[src/rtl/instruction_queue.sv]
// Byte-serial instruction assembler feeding a DEPTH-entry FIFO for the GPU command decoder.
// Optional build macro ARG_COUNT_EN adds per-entry argument counts and a sticky overrun flag.
module instruction_queue #(
  parameter int INSTR_BYTES = 4,
  parameter int DEPTH       = 4
) (
  input  logic                        i_clk,
  input  logic                        i_reset,
  input  logic                        i_we,
  input  logic                        i_en,
  input  logic [7:0]                  i_data,
  output logic                        o_ack,
  output logic [8*INSTR_BYTES-1:0]    o_instruction,
  output logic                        o_valid,
  input  logic                        i_pop,
  output logic [$clog2(DEPTH):0]      o_count
`ifdef ARG_COUNT_EN
  ,
  output logic [$clog2(INSTR_BYTES)-1:0] o_arg_count,
  output logic                           o_overrun
`endif
);

  localparam int IW = 8 * INSTR_BYTES;
  localparam int PW = $clog2(DEPTH);
  localparam int CW = PW + 1;
  localparam int BW = $clog2(INSTR_BYTES) + 1;
  localparam int AW = $clog2(INSTR_BYTES);
  localparam logic [CW-1:0] DEPTH_C = CW'(DEPTH);
  localparam logic [BW-1:0] BYTES_C = BW'(INSTR_BYTES);

  typedef enum logic [1:0] {IDLE, OPCODE, ARGS, COMMIT} state_t;

  state_t          state, state_nxt;
  logic            we_q, en_q;
  logic [7:0]      data_q;
  logic            ack_q;
  logic [BW-1:0]   byte_cnt;
  logic [IW-1:0]   asm_q, asm_shift;
  logic [PW-1:0]   wr_ptr, rd_ptr;
  logic [CW-1:0]   count_q;
  logic [IW-1:0]   mem [DEPTH];

  logic            byte_take, byte_done;
  logic            arg_store, arg_over;
  logic            push, pop;

  assign byte_take = (state == OPCODE || state == ARGS) && !en_q && !ack_q;
  assign byte_done = (state == OPCODE || state == ARGS) && en_q && ack_q;

  // Input registration stage
  always_ff @(posedge i_clk) begin
    if (i_reset) begin
      we_q <= 1'b1;
      en_q <= 1'b1;
    end else begin
      we_q <= i_we;
      en_q <= i_en;
    end
  end

  always_ff @(posedge i_clk) begin
    if (!i_en) data_q <= i_data;
  end

  // FSM state register
  always_ff @(posedge i_clk) begin
    if (i_reset) state <= IDLE;
    else         state <= state_nxt;
  end

  always_comb begin
    state_nxt = state;
    unique case (state)
      IDLE:   if (!we_q && count_q < DEPTH_C) state_nxt = OPCODE;
      OPCODE: begin
        if (byte_done)                         state_nxt = ARGS;
        else if (!byte_take && we_q && byte_cnt == '0) state_nxt = IDLE;
      end
      ARGS:   if (!byte_take && !byte_done && we_q) state_nxt = COMMIT;
      COMMIT: state_nxt = IDLE;
      default: state_nxt = IDLE;
    endcase
  end

  // FSM output decode and FIFO head presentation
  always_comb begin
    arg_store = 1'b0;
    arg_over  = 1'b0;
    push      = 1'b0;
    asm_shift = asm_q;
    if (state == ARGS && byte_take) begin
      if (byte_cnt < BYTES_C) arg_store = 1'b1;
      else                    arg_over  = 1'b1;
    end
    if (state == COMMIT) push = 1'b1;
    // Arguments enter at byte 1 and older arguments move up one byte
    for (int i = INSTR_BYTES - 1; i >= 2; i--) asm_shift[8*i +: 8] = asm_q[8*(i-1) +: 8];
    asm_shift[15:8] = data_q;
  end

  assign o_valid       = (count_q != '0);
  assign pop           = i_pop && o_valid;
  assign o_instruction = o_valid ? mem[rd_ptr] : '0;
  assign o_count       = count_q;
  assign o_ack         = ack_q;

  // Handshake and byte counter
  always_ff @(posedge i_clk) begin
    if (i_reset) begin
      ack_q    <= 1'b0;
      byte_cnt <= '0;
    end else begin
      unique case (state)
        IDLE: begin
          ack_q    <= 1'b0;
          byte_cnt <= '0;
        end
        OPCODE: begin
          if (byte_take) begin
            ack_q    <= 1'b1;
            byte_cnt <= BW'(1);
          end else if (byte_done) begin
            ack_q    <= 1'b0;
          end
        end
        ARGS: begin
          if (byte_take) begin
            ack_q <= 1'b1;
            if (arg_store) byte_cnt <= byte_cnt + BW'(1);
          end else if (byte_done) begin
            ack_q <= 1'b0;
          end
        end
        default: ack_q <= 1'b0;
      endcase
    end
  end

  // Assembly register; cleared in IDLE, so reset only needs to return the FSM there
  always_ff @(posedge i_clk) begin
    if (state == IDLE)            asm_q       <= '0;
    else if (state == OPCODE && byte_take) asm_q[7:0] <= data_q;
    else if (arg_store)           asm_q       <= asm_shift;
  end

  // FIFO pointers and occupancy
  always_ff @(posedge i_clk) begin
    if (i_reset) begin
      wr_ptr  <= '0;
      rd_ptr  <= '0;
      count_q <= '0;
    end else begin
      if (push) wr_ptr <= wr_ptr + PW'(1);
      if (pop)  rd_ptr <= rd_ptr + PW'(1);
      unique case ({push, pop})
        2'b10:   count_q <= count_q + CW'(1);
        2'b01:   count_q <= count_q - CW'(1);
        default: count_q <= count_q;
      endcase
    end
  end

  always_ff @(posedge i_clk) begin
    if (push && !i_reset) mem[wr_ptr] <= asm_q;
  end

`ifdef ARG_COUNT_EN
  logic [AW-1:0] argc_mem [DEPTH];
  logic          overrun_q;

  always_ff @(posedge i_clk) begin
    if (push && !i_reset) argc_mem[wr_ptr] <= AW'(byte_cnt - BW'(1));
  end

  always_ff @(posedge i_clk) begin
    if (i_reset)       overrun_q <= 1'b0;
    else if (arg_over) overrun_q <= 1'b1;
  end

  assign o_arg_count = o_valid ? argc_mem[rd_ptr] : '0;
  assign o_overrun   = overrun_q;
`endif

endmodule

[config.mk]
export PLATFORM = sky130hd
export DESIGN_NAME = instruction_queue
export DESIGN_NICKNAME = d
export VERILOG_FILES = /design/src/rtl/instruction_queue.sv
export SDC_FILE = /design/constraint.sdc
export NUM_CORES = 1
export LEC_CHECK = 0
export ABC_AREA = 1
export CAP_MARGIN = 20
export CORE_AREA = 5 5 141 143
export CTS_CLUSTER_SIZE = 10
export DETAILED_ROUTE_END_ITERATION = 6
export DIE_AREA = 0 0 146 148
export GPL_ROUTABILITY_DRIVEN = 0
export GPL_TIMING_DRIVEN = 0
export PLACE_DENSITY = 0.62
export SLEW_MARGIN = 20
export SYNTH_ARGS = -nofsm -noshare
export SYNTH_HDL_FRONTEND = slang
export SYNTH_SLANG_ARGS = --single-unit
[constraint.sdc]
create_clock -name i_clk -period 5.42 [get_ports i_clk]
set_clock_uncertainty 0.05 [all_clocks]
set_input_delay 1.084 -clock i_clk [delete_from_list [all_inputs] [get_ports i_clk]]
set_output_delay 1.084 -clock i_clk [all_outputs]
set_load 0.01 [all_outputs]
-- Word-level counts from Yosys, hierarchy flattened
Memory sizes are Yosys's and may differ from the RTL's. A register that Yosys moved wholly into a read port is not among the register bits.
Cells that the tools add are included.
- flip-flop bits (word level): 55
- memory bits (writable): 128
- bits of input ports: 13
- output and inout bits: 37
- word-level logic and storage cells: 84
- memories: 1
- memory list (name ; depth ; bits a word ; rd ports ; clocked after Yosys merged registers in ; wr ports ; line ; RTL):
    mem ; 4 ; 32 ; 1 ; 1 ; 1 ; 42 ; logic [IW-1:0] mem [DEPTH];
- $add $sub $neg: 5
- $lt $le $gt $ge: 2
- equal/unequal tests: 11
- multiplexer cells: 21
- bitwise gates (word level): 2
- reduce and logical (&&, ||, !) cells: 31
- operator list (cell ; count):
    two-way mux 32 bit ; 1
    logical AND 1 bit ; 13
    two-way mux 2 bit ; 6
    two-way mux 3 bit ; 3
    case mux 3 bit (3 select lines) ; 1
    two-way mux 8 bit ; 1
    != test 2 bit, second input constant ; 4
    case mux 2 bit (4 select lines) ; 1
    two-way mux 1 bit ; 7
    adder 3 x 1 -> 3 bit, second input constant ; 2
    == test 2 bit, second input constant ; 3
    zero test 1 bit ; 6
    < comparator 3 bit, second input constant ; 2
    case mux 3 bit (2 select lines) ; 1
    nonzero test 3 bit ; 2
    adder 2 x 1 -> 2 bit, second input constant ; 2
    == test 2 x 1 -> 1 bit, second input constant ; 2
    AND reduction 4 bit ; 1
    nonzero test 2 bit ; 2
    OR reduction 2 bit ; 2
    zero test 3 bit ; 1
    != test 3 x 2 -> 1 bit, second input constant ; 1
    AND reduction 3 bit ; 1
    subtractor 3 x 1 -> 3 bit, second input constant ; 1
    other kinds (5) ; 6

-- Longest topological paths before layout
Gate-level depths: netlist (run 1).
- word-level depth: 10
- depth in mapped cells: 10
- mapped depth without buffers: 10

-- Worst setup path after synthesis (run 1)
OpenSTA, ideal clock, no wires.
- path type: in2reg
- start: in i_reset
- end: mem mem[0][0] (netlist name), enable pin
- setup time: 0.421 ns
- arrival: 2.612 ns
- required time: 4.949 ns
- slack: 2.337 ns
- stages on the path: 3
- buffers on the path: 0
- cell sequence: inv_1 -> nand2_1 -> nor2_1
- word-level cells in the longest chain between the ends: 4
- RTL lines (element ; line ; RTL):
    start: declaration ; 8 ; input logic i_reset,
    zero test 1 bit ; 165 ; if (push && !i_reset) mem[wr_ptr] <= asm_q;
    logical AND 1 bit ; 165 ;
    two-way mux 1 bit ; 165 ;
    two-way mux 1 bit (implied by the code) ; 165 ;
    end: declaration ; 42 ;
No other way between the ends.

==> results of run 1 <==
## layer usage
layer | up-vias | global-route usage (%)
met5 | - | 0
met4 | 0 | 5.69
met3 | 12 | 3.74
met2 | 99 | 26.7
met1 | 2358 | 19.0
li1 | 2384 | -
## worst max-delay path by stage
stage	endpoint	slack (ps)	cells after the start
CTS	o_instruction[22]	1570	7
floorplan	mem[0][0]	2340	3
detailed placement	o_instruction[16]	2050	7
finish	o_instruction[4]	1630	7
global route	o_instruction[17]	1380	7
global placement	mem[1][7]	640	4
## area by class of cell
type | instances | area share, %
inverters | 35 | 1.49
plain buffers | 31 | 1.44
well taps | 234 | 3.33
multi-input cells | 404 | 21.8
clock inverters | 15 | 2.80
repair buffers | 53 | 6.66
clock buffers | 17 | 4.84
flip-flops and latches | 185 | 57.6
## metrics by stage
step,utilization [%],cell area [µm²],worst slack (ps),instances,power (mW)
after floorplan,-,7210,2340,655,1.91
after global placement,43.3,7990,644,938,2.07
after detailed placement,44.0,8120,2050,942,2.10
after CTS,47.6,8790,1570,974,3.48
after global routing,47.6,8790,1380,974,3.60
final,47.6,8790,1630,974,3.46
## cell usage in the layout, fill, tap and decap left out, types with 13 or more instances in the layout
cell type,count
clkbuf_16,17
a21oi_1,46
inv_1,32
nor2_1,207
clkbuf_1,19
clkdlybuf4s50_1,49
o21ai_0,104
ha_1,13
edfxtp_1,136
nand2_1,13
dfxtp_1,49
## worst max-delay path: stages, from the launching register on
cell and delay, ps:
dfxtp_1 300, clkbuf_1 310, inv_1 230, clkbuf_1 320
nor2_1 160, o21ai_0 100, a21oi_1 200, clkdlybuf4s50_1 600
## registers in the layout (all words and copies together), names as in the netlist, named ones only
signal	cells
en_q	1
o_ack	1
state	1
rd_ptr	2
mem	128
o_count	3
asm_q	32
we_q	1
wr_ptr	2
byte_cnt	3
data_q	8
## cells by family after synthesis
logic type                 Yosys count
and+or+nand+nor                    235
AOI/OAI and AO/OA                  155
DFF                                185
adders and majority gates           14
buffers and inverters               66
## power by group
| part | total, mW | internal, mW | switching, mW |
|---|---|---|---|
| Combinational | 0.483 | 0.169 | 0.313 |
| Sequential | 1.59 | 1.55 | 0.0362 |
| Clock | 1.39 | 0.867 | 0.521 |
| Total | 3.46 | 2.59 | 0.871 |
==> results.md, run 1 <==
- Area delta synth->final: 21.9%
- Initial antenna violation count: 0
- Synth top area cells: edfxtp_1 (57%), dfxtp_1 (14%), nor2_1 (11%)
- Hold Slack: 416 ps
- Seq cells post-synth: 185
- Initial drt markers: 334
- Final wirelength: 16100 µm
- PostCTS Resize Cnt: 0
- Post-Syn Instances: 655
- Ys Warns: 0
- Simple logic cell fraction of the synthesized area: 12.9%
- Syn_area_per_cell: 11.0 µm²
- Fin. max-slew vios: 0
- Final min period: 3790 ps
- Max-cap violations: 0
- Fin. Hold Viols: 0
- Status: complete, no violations
- Die height: 148 µm
- M1 WL: 7080 µm
- R2R setup slack: 3160 ps
- Synth top area share: 56.6%
- Die ar.: 21600 µm²
- Type of origin of the critical path: flip-flop
- Max frequency: 264 MHz
- Hold path cells: 2
- Hold_sp: rd_ptr[1]
- Commonest cells post-synth: nor2_1 (211), edfxtp_1 (136), o21ai_0 (104)
- Register area share after synthesis: 70.2%
- Post-Route Setup TNS: 0 ps
- # IOs: 50
- Adder-cell area share of the yosys netlist: 2.53%
- First-pass GRT wire length: 26000 µm
- DRC viols: 0
- Clk slew on worst S/H paths: 60 ps
- Post-route ant nets: 0
- Die W: 146 µm
- Initial Util: 39.1%
- Critical path required time: 4290 ps
- CP arrival: 2660 ps
- Vias in the first global route: 5064
- # setup viols final: 0
- Vias/cell: 4.98
- Port Buffers: 49
- EDFF count, synth: 136
- Layout cells sized above 1: 7.30%
- Most common cell in the synthesized netlist: nor2_1
- Clk root buf: clkbuf_16
- Multi-input logic area: 1920 µm²
- Total track usage: 15.5%
- TritonCTS Buffers: 17
- Power per cell area: 393 nW/µm²
- Worst rel slew slack: 54.5%
- FF-to-FF End: asm_q[0]
- Grt total ovfl: 0
- Fin crit share: 70.0%
- Max VDD drop: 223 µV
- Worst-Skew Late Latency: 430 ps
- Largest net degree at the start of global routing: 23
- WHS Endpoint: rd_ptr[1]
- P_leak: 3.23 nW
- CTS tree: yes
- WL met2: 8150 µm
- Wire per inst: 16.6 µm
- Fill cell count: 1639
- Main combinational cell family by area after synthesis: simple AND/OR/NAND/NOR gates
- Register Area: 5060 µm²
- Cell Rows: 50
- Via count: 4853
- Xor-xnor portion of the synthesized cell area: 0%
- Distinct cells, synth: 25
- Mux share of post-synthesis cell area: 0%
- Least-Margin Pin Slew: 681 ps
- CTS sink count: 185
- Synth async-reset ratio: 0%
- RSZ-0062 raised after global routing: false
- Clk buf depth: 2
- Syn nets: 682
- Yosys top cell by area: edfxtp_1
- CP endpoint kind: primary output
- Reg-to-reg critical path startpoint: state[0]
- Worst hold path class: flip-flop to flip-flop
- Primary FF master, synth: edfxtp_1
- Wire length on met3: 698 µm
- DR pass1 iterations: 4
- Post-synthesis compound-gate area fraction: 10.8%
- Dpl hpwl: 10700 µm
- Core area: 18500 µm²
- Nets: 754
- Post-CTS setup repair buffer count: 0
- Diode count: 0
- Mapped Area: 7210 µm²
- Hold Buf Count CTS: 0
- Crit path max fanout: 10
- Crit Path Class: flip-flop to primary output
- CTS HTree Levels: 4
- Top Metal Used: met4
- R2r worst-path depth: 7
No activity file was read; power rests on OpenSTA's default activity.
==> inputs of run 2 (changes only) <==
PLACE_DENSITY = 0.64   (was 0.62)
clock period = 3.15 ns   (was 5.42 ns; I/O delays follow)
==> run 2 against run 1 <==
Compared with the run above: wire length down 4.8%; flip-flop and latch count unchanged; cell area down 1.2%; sequential power up 72%; critical path type unchanged; critical endpoint is now o_instruction[9]; largest cell class unchanged.
==> results.md, run 2 (synthesis gave the netlist of run 1 again) <==
- Status: complete, no violations
- Combinational Power Share: 15.3%
- Post-CTS setup repair buffer count: 0
- Worst-Skew Late Latency: 430 ps
- First-pass GRT wire length: 24100 µm
- TritonCTS Buffers: 17
- Wire per inst: 15.8 µm
- Worst rel slew slack: 49.1%
- Diode count: 0
- Core area: 18500 µm²
- Least-Margin Pin Slew: 762 ps
- RSZ-0062 raised after global routing: true
- Power per cell area: 633 nW/µm²
- Fin. Hold Viols: 0
- P_int: 4.04 mW
- # setup viols final: 0
- Flop pwr share: 49.7%
- Grt total ovfl: 0
- Initial drt markers: 392
- Die height: 148 µm
- Clk pwr share: 35.0%
- P_leak: 3.22 nW
- Max VDD drop: 390 µV
- Critical-path cell list: clkinv_1, clkbuf_1, o21ai_0, a21oi_1, clkdlybuf4s50_1
- Max reg flops: 128
- Type of origin of the critical path: flip-flop
- CTS HTree Levels: 4
- Post-Route Utilization: 47.1%
- Fin. max-slew vios: 0
- Clk buf depth: 2
- CP arrival: 2330 ps
- Top delay family on crit path: buffers and inverters
- DR pass1 iterations: 4
- P_sw: 1.45 mW
- Most frequent cells in the layout: nor2_1 (207), edfxtp_1 (136), o21ai_0 (104), clkdlybuf4s50_1 (49), dfxtp_1 (48)
- Commonest non-fill, non-tap cell in the layout: nor2_1
- Post-route ant nets: 0
- Vias/cell: 4.91
- Port Buffers: 49
- DP Cell Count: 942
- Largest Register: mem
- Post-Route Setup TNS: 0 ps
- Total track usage: 14.5%
- Clk root buf: clkbuf_16
- CP endpoint kind: primary output
- Worst hold path class: flip-flop to flip-flop
- Largest net degree at the start of global routing: 22
- Biggest registers after layout: mem: 128 flops, asm_q: 32 flops, data_q: 8 flops
- Initial antenna violation count: 0
- CTS sink count: 185
- Fin crit share: 95.6%
- Vias in the first global route: 4469
- Die W: 146 µm
- Die ar.: 21600 µm²
- Clk slew on worst S/H paths: 60 ps
- Slowest-stage cell, CP: clkdlybuf4s50_1
- Crit Path Class: flip-flop to primary output
- Fin cells: 973
- CTS tree: yes
- Max-cap violations: 0
- Final min period: 3010 ps
- Critical path required time: 2470 ps
- # IOs: 50
- Buffers & Inverters on Critical Path: 3
- Sw Ratio: 26.4%
- Dpl hpwl: 10300 µm
- Cell Rows: 50
- Nets: 753
- Via count: 4777
- R2R setup slack: 820 ps
- Final wirelength: 15400 µm
- Crit path max fanout: 10
- Hold Buf Count CTS: 0
- Area delta synth->final: 20.4%
- Max frequency: 332 MHz
- Layout cells sized above 1: 8.25%
- DRC viols: 0
- CP peak stage delay: 580 ps
- Initial Util: 39.1%
==> run 2: cell count changes in the layout (fill, tap and decap cells not counted), sizes merged <==
| cell | change |
|---|---|
| clkinvlp | -2 |
| inv | -2 |
| clkbuf | +11 |
| buf | -4 |
| bufinv | -6 |
| clkinv | +2 |
==> run 2: layout make-up <==
class | instances | area [µm²]
fill | 1645 | 9770
multi-input combinational | 404 | 1920
clock buffer | 25 | 487
sequential | 185 | 5070
buffer | 30 | 150
timing repair buffer | 53 | 588
tap | 234 | 293
inverter | 35 | 131
clock inverter | 7 | 45.0
==> run 2: worst min-delay path, cell delays in order (launching register included) <==
cell     delay [ps]
dfxtp_1         300
inv_1            60
a21oi_1          70
==> run 2: final timing paths <==
check | cells past startpoint | start | endpoint
min reg2reg | 2 | rd_ptr[1] | flip-flop
min | 2 | rd_ptr[1] | flip-flop
max | 5 | flip-flop | o_instruction[9]
max reg2reg | 7 | state[0] | asm_q[7]
==> run 2: metrics by stage <==
stage	hold slack, ps	instance area [µm²]	worst slack, ps	power, mW
after floorplan	386	7210	521	3.28
after global placement	405	7990	-1200	3.59
after detailed placement	412	8120	280	3.61
after CTS	436	8660	11.8	5.52
after global routing	436	8680	0.0164	5.73
final	428	8680	139	5.49
==> run 2: power groups by stage <==
stage	Clock [mW]	Sequential [mW]	Combinational (mW)
5_1_grt	2.05	2.74	0.944
2_1_floorplan	0	2.76	0.523
6_report	1.92	2.73	0.839
3_5_place_dp	0	2.78	0.828
3_3_place_gp	0	2.78	0.808
4_1_cts	1.95	2.73	0.838
==> run 2: what timing repair did <==
| action | CTS | global route |
|---|---|---|
| endpoints found under the hold margin | 0 | 0 |
| endpoints found under the setup margin | 31 | 26 |
| gates resized for setup | 6 | 21 |
==> run 2: layer usage <==
layer	global-route usage, %	vias to the layer above	share of wire [%]
li1	-	2391	-
met1	18.8	2263	46
met2	23.9	101	48
met3	3.03	22	4.0
met4	5.88	0	1.8
met5	0	-	0
==> inputs of run 3 (changes only) <==
CORE_AREA = 5 5 121 123   (was 5 5 141 143)
CTS_BUF_LIST = sky130_fd_sc_hd__clkbuf_8   (was unset)
DIE_AREA = 0 0 126 128   (was 0 0 146 148)
PLACE_DENSITY = 0.82   (was 0.64)
==> run 3 against run 2 <==
Compared with the run above: cell area shrank 2.4%; wire length is 1.1% higher; register-to-register slack better by 90 ps; global-route usage grew 5.4 points; sequential power hardly changed; die area decreased by 25%; highest routed layer unchanged; hold slack better by 5.4 ps; total power shrank 7.9%; final cell count is 5.5% lower; maximum frequency fell by 1.2%; combinational power rose by 2%; clock power fell by 23%.
==> results.md, run 3 (synthesis gave the netlist of run 1 again) <==
- Fin. Hold Viols: 0
- Critical-path cell list: clkinv_1, clkbuf_1, o21ai_0, a21oi_1, clkdlybuf4s50_1
- Clk buf depth: 2
- Port Buffers: 49
- Final wirelength: 15500 µm
- Least-Margin Pin Slew: 685 ps
- Vias/cell: 5.49
- Wire per inst: 16.9 µm
- CTS HTree Levels: 4
- Core area: 13600 µm²
- Biggest registers after layout: mem: 128 flops, asm_q: 32 flops, data_q: 8 flops
- DR pass1 iterations: 6
- Fin crit share: 96.8%
- Slowest-stage cell, CP: clkdlybuf4s50_1
- Via count: 5045
- Largest net degree at the start of global routing: 20
- Hold Slack: 433 ps
- Reg-to-reg critical path startpoint: state[0]
- Hold_sp: rd_ptr[0]
- Max reg flops: 128
- Hold Buf Count CTS: 0
- Post-route ant nets: 0
- Crit Path Class: flip-flop to primary output
- Initial drt markers: 544
- Power per cell area: 597 nW/µm²
- P_leak: 3.14 nW
- Most frequent cells in the layout: nor2_1 (207), edfxtp_1 (136), o21ai_0 (104), clkdlybuf4s50_1 (49), dfxtp_1 (48)
- Grt total ovfl: 0
- TritonCTS Buffers: 17
- Worst rel slew slack: 54.2%
- Nets: 753
- CP endpoint kind: primary output
- Status: complete, no violations
- Commonest non-fill, non-tap cell in the layout: nor2_1
- Worst hold path class: flip-flop to flip-flop
- CTS sink count: 185
- Clk slew on worst S/H paths: 80 ps
- Top delay family on crit path: buffers and inverters
- Die height: 128 µm
- Die W: 126 µm
- Crit path max fanout: 10
- Dpl hpwl: 10500 µm
- Fill cell count: 1001
- CP peak stage delay: 570 ps
- Critical path required time: 2470 ps
- Post-CTS setup repair buffer count: 0
- Vias in the first global route: 5203
- Worst-Skew Late Latency: 450 ps
- First-pass GRT wire length: 25100 µm
- Total track usage: 19.8%
- Layout cells sized above 1: 8.93%
- Fin. max-slew vios: 0
- Max frequency: 328 MHz
- Type of origin of the critical path: flip-flop
- Die ar.: 16100 µm²
- Post-Route Setup TNS: 0 ps
- Largest Register: mem
- Clk root buf: clkbuf_8
- Max-cap violations: 0
- DRC viols: 0
- Initial antenna violation count: 0
- Area delta synth->final: 17.6%
- Max VDD drop: 324 µV
- Fin cells: 919
- # setup viols final: 0
- CP arrival: 2370 ps
- Diode count: 0
- # IOs: 50
- Final min period: 3050 ps
- Initial Util: 53.2%
- Cell Rows: 43
- DP Cell Count: 888
- Buffers & Inverters on Critical Path: 3
- CTS tree: yes
- RSZ-0062 raised after global routing: true
- Total power: 5.06 mW
-- run 3: area by class of cell --
| type | count | area [µm²] | share of cell area (%) |
|---|---|---|---|
| Tap cell | 180 | 225 | 2.66 |
| Multi-Input combinational cell | 404 | 1930 | 22.7 |
| Clock inverter | 12 | 96.3 | 1.14 |
| Buffer | 30 | 156 | 1.84 |
| Timing Repair Buffer | 53 | 601 | 7.08 |
| Inverter | 35 | 131 | 1.55 |
| Clock buffer | 20 | 275 | 3.25 |
| Sequential cell | 185 | 5070 | 59.7 |
-- run 3: final timing paths --
kind	cells after the start	slack, ps	endpoint
max	5	100	o_instruction[28]
min	1	430	rd_ptr[0]
max reg2reg	7	910	asm_q[4]
min reg2reg	1	430	rd_ptr[0]
-- run 3: through the flow --
| step | instance area, µm² | utilization (%) | setup slack, ps |
|---|---|---|---|
| 6_report | 8480 | 62.5 | 102 |
| 5_1_grt | 8480 | 62.5 | -79.3 |
| 4_1_cts | 8450 | 62.3 | 0.722 |
| 3_5_place_dp | 8070 | 59.5 | 352 |
| 3_3_place_gp | 7930 | 58.5 | -989 |
| 2_1_floorplan | 7210 | - | 521 |
-- run 3: worst register-to-register path: cells and delay by family (launching register included) --
| family | cells | cell delay (ps) |
|---|---|---|
| buf+inv | 2 | 390 |
| flops | 1 | 440 |
| fa+ha+maj | 1 | 430 |
| simple gates | 4 | 810 |
-- run 3: repair_timing --
action | CTS | global route
gates resized for setup | 5 | 31
setup endpoints to repair | 31 | 31
pin swaps | 0 | 1
-- run 3: where the power goes --
part           switching, mW  internal [mW]  total (mW)
Clock                  0.794          0.685        1.48
Combinational          0.549          0.306       0.855
Sequential            0.0629           2.66        2.73
-- run 3: routing by layer --
metal	vias up	part of all wire, %	global-route usage (%)
met4	0	2.1	9.27
met3	32	6.9	4.67
met5	-	0	0
met1	2426	40	23.6
met2	204	51	34.3
li1	2383	-	-
